### config.mk
export PLATFORM = sky130hd
export DESIGN_NAME = writeback_group_arbiter
export DESIGN_NICKNAME = d
export VERILOG_FILES = /design/src/rtl/writeback_group_arbiter_pkg.sv /design/src/rtl/writeback_group_arbiter_round_robin_select.sv /design/src/rtl/writeback_group_arbiter.sv
export SDC_FILE = /design/constraint.sdc
export NUM_CORES = 1
export LEC_CHECK = 0
export BUFFER_PORTS_ARGS = -buffer_cell sky130_fd_sc_hd__buf_4
export CAP_MARGIN = 20
export CORE_MARGIN = 2
export CORE_UTILIZATION = 39
export DETAILED_ROUTE_END_ITERATION = 7
export PLACE_DENSITY_LB_ADDON = 0.15
export SETUP_SLACK_MARGIN = 0.2
export SLEW_MARGIN = 20
export SYNTH_ARGS = -nofsm -noshare
export SYNTH_HDL_FRONTEND = slang
export SYNTH_SLANG_ARGS = --single-unit
### constraint.sdc
create_clock -name clk -period 1.21 [get_ports clk]
set_input_delay 0 -clock clk [delete_from_list [all_inputs] [get_ports clk]]
set_output_delay 0 -clock clk [all_outputs]
set_load 0.01 [all_outputs]
### src/rtl/writeback_group_arbiter_pkg.sv
// Shared ID and writeback-packet types for the writeback path between execution
// units and ID management.
package writeback_group_arbiter_pkg;

    localparam int unsigned LOG2_MAX_IDS = 3;
    localparam int unsigned WB_DATA_W    = 32;

    typedef logic [LOG2_MAX_IDS-1:0] id_t;

    typedef struct packed {
        logic                 valid;
        id_t                  id;
        logic [WB_DATA_W-1:0] data;
    } wb_packet_t;

endpackage

### src/rtl/writeback_group_arbiter_round_robin_select.sv
// Combinational one-hot selector: first set request found scanning upward from
// start, wrapping modulo WIDTH. A start of zero gives plain lowest-index priority.
module round_robin_select #(
    parameter int unsigned WIDTH = 3,
    localparam int unsigned IDX_W = (WIDTH > 1) ? $clog2(WIDTH) : 1
) (
    input  logic [WIDTH-1:0] req,
    input  logic [IDX_W-1:0] start,
    output logic [WIDTH-1:0] grant,
    output logic [IDX_W-1:0] idx,
    output logic             any
);

    int unsigned      pos;
    logic [IDX_W-1:0] pos_idx;

    always_comb begin
        grant   = '0;
        idx     = '0;
        any     = 1'b0;
        pos     = 0;
        pos_idx = '0;
        for (int unsigned off = 0; off < WIDTH; off++) begin
            pos     = (32'(start) + off) % WIDTH;
            pos_idx = IDX_W'(pos);
            if (!any && req[pos_idx]) begin
                grant[pos_idx] = 1'b1;
                idx            = pos_idx;
                any            = 1'b1;
            end
        end
    end

endmodule

### src/rtl/writeback_group_arbiter.sv
// Arbitrates completions of one WB group's units onto a single registered writeback
// port. Define CVA5_WB_ROUND_ROBIN_EN for round-robin grants; default is fixed priority.
module writeback_group_arbiter
    import writeback_group_arbiter_pkg::*;
#(
    parameter int unsigned NUM_UNITS = 3,
    parameter int unsigned DATA_W    = WB_DATA_W,
    parameter int unsigned ID_W      = LOG2_MAX_IDS
) (
    input  logic                        clk,
    input  logic                        rst,
    input  logic [NUM_UNITS-1:0]        unit_done,
    input  logic [NUM_UNITS*ID_W-1:0]   unit_id,
    input  logic [NUM_UNITS*DATA_W-1:0] unit_rd,
    output logic [NUM_UNITS-1:0]        unit_ack,
    input  logic                        wb_ready,
    output logic                        wb_valid,
    output logic [ID_W-1:0]             wb_id,
    output logic [DATA_W-1:0]           wb_data
);

    localparam int unsigned IDX_W = (NUM_UNITS > 1) ? $clog2(NUM_UNITS) : 1;

    wb_packet_t             wb_q;
    wb_packet_t             wb_d;
    logic                   load_en_c;
    logic [NUM_UNITS-1:0]   grant_c;
    logic [IDX_W-1:0]       grant_idx_c;
    logic                   any_c;
    logic [IDX_W-1:0]       rr_ptr_c;
    logic [ID_W-1:0]        sel_id_c;
    logic [DATA_W-1:0]      sel_rd_c;

    // Output slot is free when empty or being drained this cycle.
    assign load_en_c = ~wb_q.valid | wb_ready;
    assign unit_ack  = grant_c & {NUM_UNITS{load_en_c & ~rst}};

`ifdef CVA5_WB_ROUND_ROBIN_EN
    logic [IDX_W-1:0] rr_ptr_q;
    logic [IDX_W-1:0] rr_ptr_d;

    // Next search starts just past the last granted unit.
    always_comb begin
        rr_ptr_d = rr_ptr_q;
        if (any_c && load_en_c) begin
            rr_ptr_d = (grant_idx_c == IDX_W'(NUM_UNITS - 1)) ? '0 : grant_idx_c + IDX_W'(1);
        end
    end

    always_ff @(posedge clk) begin
        if (rst) rr_ptr_q <= '0;
        else     rr_ptr_q <= rr_ptr_d;
    end

    assign rr_ptr_c = rr_ptr_q;
`else
    assign rr_ptr_c = '0;
`endif

    generate
        if (NUM_UNITS == 1) begin : g_single
            assign grant_c     = unit_done;
            assign grant_idx_c = '0;
            assign any_c       = unit_done[0];
        end else begin : g_arb
            round_robin_select #(
                .WIDTH (NUM_UNITS)
            ) u_select (
                .req   (unit_done),
                .start (rr_ptr_c),
                .grant (grant_c),
                .idx   (grant_idx_c),
                .any   (any_c)
            );
        end
    endgenerate

    assign sel_id_c = unit_id[grant_idx_c * ID_W +: ID_W];
    assign sel_rd_c = unit_rd[grant_idx_c * DATA_W +: DATA_W];

    always_comb begin
        wb_d = wb_q;
        if (load_en_c) begin
            wb_d.valid = any_c;
            if (any_c) begin
                wb_d.id   = LOG2_MAX_IDS'(sel_id_c);
                wb_d.data = WB_DATA_W'(sel_rd_c);
            end
        end
    end

    always_ff @(posedge clk) begin
        if (rst) wb_q <= '0;
        else     wb_q <= wb_d;
    end

    assign wb_valid = wb_q.valid;
    assign wb_id    = ID_W'(wb_q.id);
    assign wb_data  = DATA_W'(wb_q.data);

    // Protocol checks on the unit side.
    logic id_dup_c;

    always_comb begin
        id_dup_c = 1'b0;
        for (int i = 0; i < NUM_UNITS; i++) begin
            for (int j = i + 1; j < NUM_UNITS; j++) begin
                if (unit_done[i] && unit_done[j] &&
                    unit_id[i*ID_W +: ID_W] == unit_id[j*ID_W +: ID_W]) begin
                    id_dup_c = 1'b1;
                end
            end
        end
    end

    a_id_unique: assert property (@(posedge clk) disable iff (rst) !id_dup_c);

    generate
        for (genvar gi = 0; gi < NUM_UNITS; gi++) begin : g_hold_chk
            a_done_held: assert property (@(posedge clk) disable iff (rst)
                (unit_done[gi] && !unit_ack[gi]) |=> unit_done[gi]);
        end
    endgenerate

endmodule

After elaboration in Yosys (flattened, before gate mapping)
Index checks and enable logic that the tools add are counted.
{"block": "totals", "reg_bits": 36, "in_bits": 111, "output_inout_bits": 39}
{"block": "op_classes", "multipliers": 1, "n_shift": 2, "n_mux": 8, "bitwise": 5, "reduce_logical": 5}
{"op": "indexed part select 96 x 8 -> 32 bit", "count": 1}
{"op": "indexed part select 9 x 5 -> 3 bit", "count": 1}
{"op": "2-to-1 mux 1 bit", "count": 5}
{"op": "multiplier 2 x 2 -> 4 bit (second input constant)", "count": 1}
{"op": "2-to-1 mux 2 bit", "count": 2}
{"op": "AND 3 bit", "count": 1}
{"op": "2-to-1 mux 3 bit", "count": 1}
{"op": "logical AND 1 bit", "count": 2}
{"op": "logical NOT 1 bit", "count": 2}
{"op": "inverter 1 bit", "count": 2}
{"op": "AND reduction 2 bit", "count": 1}
{"op": "AND 1 bit", "count": 1}
{"op": "OR 1 bit", "count": 1}

Depth between registers and ports, before layout
Gate-level depths: netlist (run 1).
{"block": "logic_depth", "depth_word": 9, "mapped_depth": 7}

Modules after synthesis
Synthesis (run 1) repeated with hierarchy kept, for this count alone.
{"block": "unflattened", "hier_cells": 269, "area_unflattened_um2": 2436.1}
{"mod": "writeback_group_arbiter", "n_inst": 1, "cells_per_inst": 216, "area_each_um2": 2088.3, "seq_area_each_um2": 720.7}
{"mod": "round_robin_select", "n_inst": 1, "cells_per_inst": 53, "area_each_um2": 347.8, "seq_area_each_um2": 0.0}

Worst setup path before layout (run 1)
Ideal clock, no wire load.
{"block": "synth_path", "path_kind": "register to output", "start": "register wb_q (netlist bit wb_valid)", "end": "output unit_ack[1]", "arrival_ns": 1.475, "setup_slack_ns": -0.265, "stages_incl_launch_ff": 5, "path_cell_list": "dfxtp_1 nand2b_1 clkbuf_1 clkbuf_1 nor4bb_1"}
{"block": "synth_between", "elab_chain_cells": 4}
{"element": "start: declaration", "line_no": "writeback_group_arbiter.sv:24", "source": "wb_packet_t wb_q;"}
{"element": "start signal: assignment", "line_no": "writeback_group_arbiter.sv:94", "source": "else wb_q <= wb_d;"}
{"element": "inverter 1 bit", "line_no": "writeback_group_arbiter.sv:35", "source": "assign load_en_c = ~wb_q.valid | wb_ready;"}
{"element": "OR 1 bit", "line_no": "writeback_group_arbiter.sv:35"}
{"element": "AND 1 bit", "line_no": "writeback_group_arbiter.sv:36", "source": "assign unit_ack = grant_c & {NUM_UNITS{load_en_c & ~rst}};"}
{"element": "AND 3 bit", "line_no": "writeback_group_arbiter.sv:36"}
{"element": "end: declaration", "line_no": "writeback_group_arbiter.sv:15", "source": "output logic [NUM_UNITS-1:0] unit_ack,"}
No other way between the ends.

Worst setup path after layout (run 1)
{"block": "layout_path", "start": "register wb_q (netlist bit wb_valid)", "end": "register wb_q (netlist bit wb_data[22])"}
{"block": "layout_between", "elab_chain_cells": 3}
{"element": "inverter 1 bit", "line_no": "writeback_group_arbiter.sv:35"}
{"element": "OR 1 bit", "line_no": "writeback_group_arbiter.sv:35"}
{"element": "AND reduction 2 bit (no line)"}
No other way between the ends.
A chain may end at the register's enable or synchronous reset.

==> flow_metrics.py, run 1 <==
metrics = {
    "status": {
        "status": "finished clean",
    },
    "final_layout": {
        "area_delta_synth_final_pct": 61.2,
        "fill_cells": 536,
        "instances_no_fill": 517,
        "diodes": 0,
        "final_util_pct": 65.5,
        "drive_gt1_share_pct": 48.9,
        "stdcell_area_mm2": 0.00393,
        "finish.net_count": 552,
    },
    "detailed_routing": {
        "dr_wl_met3_um": 467,
        "drc": 0,
        "drtIter0Drc": 113,
        "via_per_inst": 5.36,
        "routed_wl_um": 8390,
        "dr.pass1.iters": 4,
        "vias": 2769,
        "wl_per_cell_um": 16.2,
        "routed-wl-met2_um": 4220,
        "routed.top_layer": "met4",
        "met1_length_um": 3620,
        "antenna_left": 0,
    },
    "critical_path": {
        "worstReg2RegStart": "wb_valid$_SDFFE_PP0P_",
        "crit_path_start_kind": "flop",
        "slowest_delay_ps": 340,
        "reg2regPathDepth": 5,
        "r2r_slack_ps": 30,
        "cp_cell_sequence": "nand2b_4 > buf_4 > buf_12 > a21oi_1 > a311oi_2",
        "reg2reg_to": "wb_data[22]$_SDFFE_PP0P_",
        "path_delay_family": "compound AO/OA/AOI/OAI gates",
        "crit_path_end_kind": "flop",
        "path_buf_inv": 2,
        "worstPathRequired_ps": 1410,
        "cp_slowest_cell": "dfxtp_2",
        "cp.arrival_ps": 1380,
        "worstSetupPathType": "reg -> reg",
        "crit_fanout": 17,
    },
    "floorplan": {
        "die_w_um": 83.0,
        "num_rows": 28,
        "core_mm2": 0.00599,
        "fp.dieH_um": 83.0,
        "die-area_mm2": 0.00689,
        "ios": 150,
        "initial_core_util_pct": 40.6,
    },
    "grt": {
        "grt_max_degree": 49,
        "grt_pass1_vias": 2729,
        "overflow": 0,
        "track_usage_pct": 23.2,
        "grt_pass1_wl_um": 13200,
        "antenna_found_initial": 0,
    },
    "sta": {
        "finClkSkew_ps": 4.76,
        "worstMarginPinSlew_ps": 372,
        "fin_setup_tns_ps": 0,
        "holdWs_ps": 8.19,
        "setup_violations": 0,
        "grt_setup_unrepaired": "yes",
        "period_needed_ps": 1180,
        "max_freq_ghz": 0.848,
        "max_slew_margin_pct": 75.2,
        "period_share_pct": 97.5,
        "drv_slew": 0,
        "setup_slack_ps": 30.2,
        "hold_viol": 0,
    },
    "logic_synthesis": {
        "syn_area_per_cell_um2": 8.31,
        "ys_ff_latch": 36,
        "synthCells": 293,
        "synth_area_mm2": 0.00243,
        "synth.most_common_cell": "nand2_1",
        "ys.flop_type": "dfxtp_1",
        "async_flop_share_pct": 0,
        "yosys-top-cells-count": "nand2_1 (68), a21oi_1 (37), dfxtp_1 (36), a21o_1 (35), nand3b_1 (35)",
        "syn_nets": 404,
        "synth_area_leaders": "dfxtp_1 (30%), a311oi_2 (18%), a21o_1 (11%)",
        "synth_top_area_share_pct": 29.6,
        "synth_cell_types": 21,
        "synth_area_leader_cell": "dfxtp_1",
        "ys_seq_area_share_pct": 29.6,
        "synth_edf_count": 0,
        "synth-warning-count": 0,
    },
    "hold_path": {
        "hold_class": "in -> reg",
        "min-delay-start": "unit_rd[27]",
        "whs_endpoint": "wb_data[27]$_SDFFE_PP0P_",
        "min_path_cells": 3,
    },
    "job": {
        "cap_viol_max_count": 0,
    },
    "clock_network": {
        "cts_sinks": 36,
        "cts_tree": "yes",
        "insertion_delay_ps": 280,
        "numCtsBuffers": 5,
        "root_buffer": "clkbuf_8",
        "cts_max_level": 2,
        "clk_pin_slew_ps": 80,
        "clockBufferDepth": 2,
    },
    "pwr": {
        "powerDensity_mw_per_mm2": 895,
        "power.total_mw": 3.51,
        "power_leakage_nw": 1.79,
        "ir_worst_vdd_uv": 600,
    },
    "placement": {
        "place_inst": 495,
        "post-place-ws_ps": -82.6,
        "placed_area_mm2": 0.00363,
        "gpl.final_weighted_congestion": 0.758,
        "io_buffers": 149,
        "hpwlAfterDp_um": 5420,
    },
}
## flip-flops by register name (all words and copies together) (netlist names)
signal and flops:
wb_data 32, wb_id 3, wb_valid 1
## layout by cell type (no fill, tap or decap)
cell           synthesis  routed
a21o_1                35      35
a21oi_1               37      37
a311oi_1               5       4
a311oi_2              30      31
and2_2                 0       1
and2_4                 1       3
and3b_1                2       2
and4b_1                1       1
buf_12                 0       6
buf_16                 0       1
buf_4                  0     161
buf_6                  4       3
clkbuf_1              26       2
clkbuf_8               0       6
dfxtp_1               36      35
dfxtp_2                0       1
dlygate4sd3_1          0       3
nand2_1               68      68
nand2b_1               2       1
nand2b_4               0       1
nand3b_1              35      35
nor2_1                 1       1
nor3_1                 1       1
nor4bb_4               0       1
o21bai_2               1       1
or3_1                  1       1
## final cells by class
| class | count | area, um^2 | area share, % |
|---|---|---|---|
| clock buffer | 8 | 90.1 | 2.30 |
| multi-input combinational | 224 | 1600 | 40.7 |
| sequential | 36 | 722 | 18.4 |
| tap | 75 | 93.8 | 2.39 |
| timing repair buffer | 174 | 1420 | 36.2 |
## worst reg2reg max path, stage by stage, from the launching register on
cell and delay [ps]:
dfxtp_2 340, nand2b_4 90, buf_4 160, buf_12 150, a21oi_1 100, a311oi_2 260
## repair_timing
| item | 4_1_cts | 5_1_grt |
|---|---|---|
| gates resized for setup | 12 | 1 |
| hold buffers | 3 | 0 |
| buffers inserted | 7 | 0 |
| cloned | 3 | 1 |
| setup endpoints to repair | 38 | 38 |
| pin swaps | 5 | 3 |
| hold endpoints to repair | 3 | 0 |
## power by group
group	switching, mW	internal, mW	total, mW
sequential	0.0634	1.30	1.36
clock	0.426	0.465	0.891
combinational	0.552	0.705	1.26
total	1.04	2.47	3.51
## how the worst max path moves through the flow
stage | slack (ps) | start | cells after the start | endpoint
after global routing | -2 | wb_valid$_SDFFE_PP0P_ | 4 | unit_ack[1]
after global placement | -40 | wb_valid$_SDFFE_PP0P_ | 3 | wb_data[11]$_SDFFE_PP0P_
final | 30 | wb_valid$_SDFFE_PP0P_ | 5 | wb_data[22]$_SDFFE_PP0P_
after CTS | 40 | wb_valid$_SDFFE_PP0P_ | 4 | unit_ack[2]
after detailed placement | -80 | unit_done[1] | 5 | wb_data[15]$_SDFFE_PP0P_
after floorplan | -10 | unit_done[0] | 7 | wb_data[24]$_SDFFE_PP0P_
## cells by family (layout without fill, tap and decap cells)
| logic type | Yosys count | count (layout) | synth area share (%) |
|---|---|---|---|
| and+or+nand+nor | 113 | 116 | 24.3 |
| buffers and inverters | 36 | 182 | 6.94 |
| AOI/OAI and AO/OA | 108 | 108 | 39.2 |
| DFF | 36 | 36 | 29.6 |
## per-layer routing
layer  up-vias  GRT usage [%]
met3         7           3.88
li1       1372              -
met4         0           5.81
met5         -              0
met1      1298           29.3
met2        92           40.8
Power figures use the tool's default switching activity.
==> inputs of run 2 (changes only) <==
- HOLD_SLACK_MARGIN: default -> 0.02
- MAX_ROUTING_LAYER: default -> met4
==> flow_metrics.py, run 2 (synthesis gave the netlist of run 1 again) <==
metrics = {
    "final_layout": {
        "area_delta_synth_final_pct": 71.1,
        "fill_cells": 510,
        "drive_gt1_share_pct": 46.4,
        "final_util_pct": 69.5,
        "largest_register_ffs": 32,
        "final_cell_mix": "buf_4 (161), nand2_1 (68), a21oi_1 (37)",
        "diodes": 0,
        "stdcell_area_mm2": 0.00417,
        "finish.net_count": 576,
        "final_common_cell": "buf_4",
    },
    "placement": {
        "post-place-ws_ps": -82.6,
        "gpl.final_weighted_congestion": 0.767,
        "placed_area_mm2": 0.00363,
        "hpwlAfterDp_um": 5420,
        "io_buffers": 149,
    },
    "sta": {
        "worstMarginPinSlew_ps": 372,
        "period_share_pct": 96.6,
        "max_freq_ghz": 0.856,
        "hold_viol": 0,
        "setup_slack_ps": 41.3,
        "finClkSkew_ps": 3.22,
        "drv_slew": 0,
        "grt_setup_unrepaired": "yes",
        "setup_violations": 0,
        "period_needed_ps": 1170,
        "fin_setup_tns_ps": 0,
        "max_slew_margin_pct": 75.2,
    },
    "grt": {
        "overflow": 0,
        "track_usage_pct": 25.0,
        "grt_pass1_wl_um": 13900,
        "grt_pass1_vias": 2941,
        "grt_max_degree": 49,
        "antenna_found_initial": 0,
    },
    "clock_network": {
        "clk_pin_slew_ps": 70,
        "insertion_delay_ps": 290,
        "cts_max_level": 2,
        "cts_sinks": 36,
        "cts_tree": "yes",
        "clockBufferDepth": 2,
        "numCtsBuffers": 5,
        "root_buffer": "clkbuf_8",
    },
    "hold_path": {
        "hold_class": "in -> reg",
    },
    "detailed_routing": {
        "drc": 0,
        "routed_wl_um": 8750,
        "antenna_left": 0,
        "drtIter0Drc": 132,
        "via_per_inst": 5.35,
        "wl_per_cell_um": 16.2,
        "dr.pass1.iters": 4,
        "vias": 2894,
    },
    "critical_path": {
        "worstSetupPathType": "reg -> out",
        "r2r_slack_ps": 60,
        "slowest_delay_ps": 340,
        "cp_slowest_cell": "dfxtp_2",
        "cp_cell_sequence": "nand2b_4 > buf_12 > nor4bb_4 > buf_4",
        "crit_fanout": 6,
        "crit_path_end_kind": "output pin",
        "crit_path_start_kind": "flop",
        "cp.arrival_ps": 1170,
        "worstPathRequired_ps": 1210,
    },
    "status": {
        "status": "finished clean",
    },
    "pwr": {
        "powerDensity_mw_per_mm2": 859,
        "swShare_pct": 29.6,
        "seq_power_share_pct": 38.1,
        "pwr-share-clk_pct": 25.0,
        "net-switching-power_mw": 1.06,
        "p_int_mw": 2.52,
        "p_comb_share_pct": 36.9,
        "ir_worst_vdd_uv": 597,
        "power_leakage_nw": 1.89,
    },
    "floorplan": {
        "ios": 150,
        "fp.dieH_um": 83.0,
        "core_mm2": 0.00599,
        "die-area_mm2": 0.00689,
        "initial_core_util_pct": 40.6,
        "num_rows": 28,
        "die_w_um": 83.0,
    },
    "job": {
        "cap_viol_max_count": 0,
    },
}
run 2: changes by cell type in the layout (fill, tap and decap cells not counted), sizes merged:
cell / change
dlygate4sd3: +24
run 2: final cells by class:
class / instances / area [um^2] / area share, %
repair buffers: 198 / 1660 / 39.9
multi-input cells: 224 / 1600 / 38.4
flip-flops and latches: 36 / 722 / 17.3
well taps: 75 / 93.8 / 2.25
clock buffers: 8 / 90.1 / 2.16
run 2: worst paths after layout:
check / endpoint / cells past startpoint / start
worst min register to register: wb_data[19]$_SDFFE_PP0P_ / 2 / wb_data[19]$_SDFFE_PP0P_
worst min-delay path: wb_data[24]$_SDFFE_PP0P_ / 3 / unit_rd[24]
worst max register to register: wb_data[15]$_SDFFE_PP0P_ / 5 / wb_valid$_SDFFE_PP0P_
worst max-delay path: unit_ack[1] / 4 / wb_valid$_SDFFE_PP0P_
run 2: repair_timing:
action	4_1_cts	5_1_grt
hold buffers	27	0
setup endpoints to repair	38	38
pin swaps	5	3
buffers inserted	7	0
resized for setup	12	1
cloned	3	1
hold endpoints to repair	27	0
run 2: per-layer routing:
layer | share of wire, % | GRT usage (%)
met5 | 0 | -
met4 | 1.1 | 6.11
met3 | 4.6 | 4.08
met2 | 52 | 44.6
met1 | 43 | 29.4
run 2: worst max-delay path, delay by kind of cell, from the launching register on:
kind          cells  cell delay (ps)
buf+inv           2              270
simple gates      2              270
flops             1              340
run 2: through the flow:
stage          total power, mW  cells  hold slack [ps]
4_1_cts                   3.59    540             20.4
2_1_floorplan             1.99    293              163
3_3_place_gp              2.53    495              286
3_5_place_dp              2.54    495              288
6_report                  3.58    541             21.5
5_1_grt                   3.76    541             28.5
run 2: power by group through the flow:
stage	Clock, mW	Combinational [mW]	Sequential, mW
finish	0.895	1.32	1.36
global placement	0	1.14	1.39
global route	0.967	1.42	1.38
floorplan	0	0.560	1.43
detailed placement	0	1.16	1.39
CTS	0.909	1.31	1.36
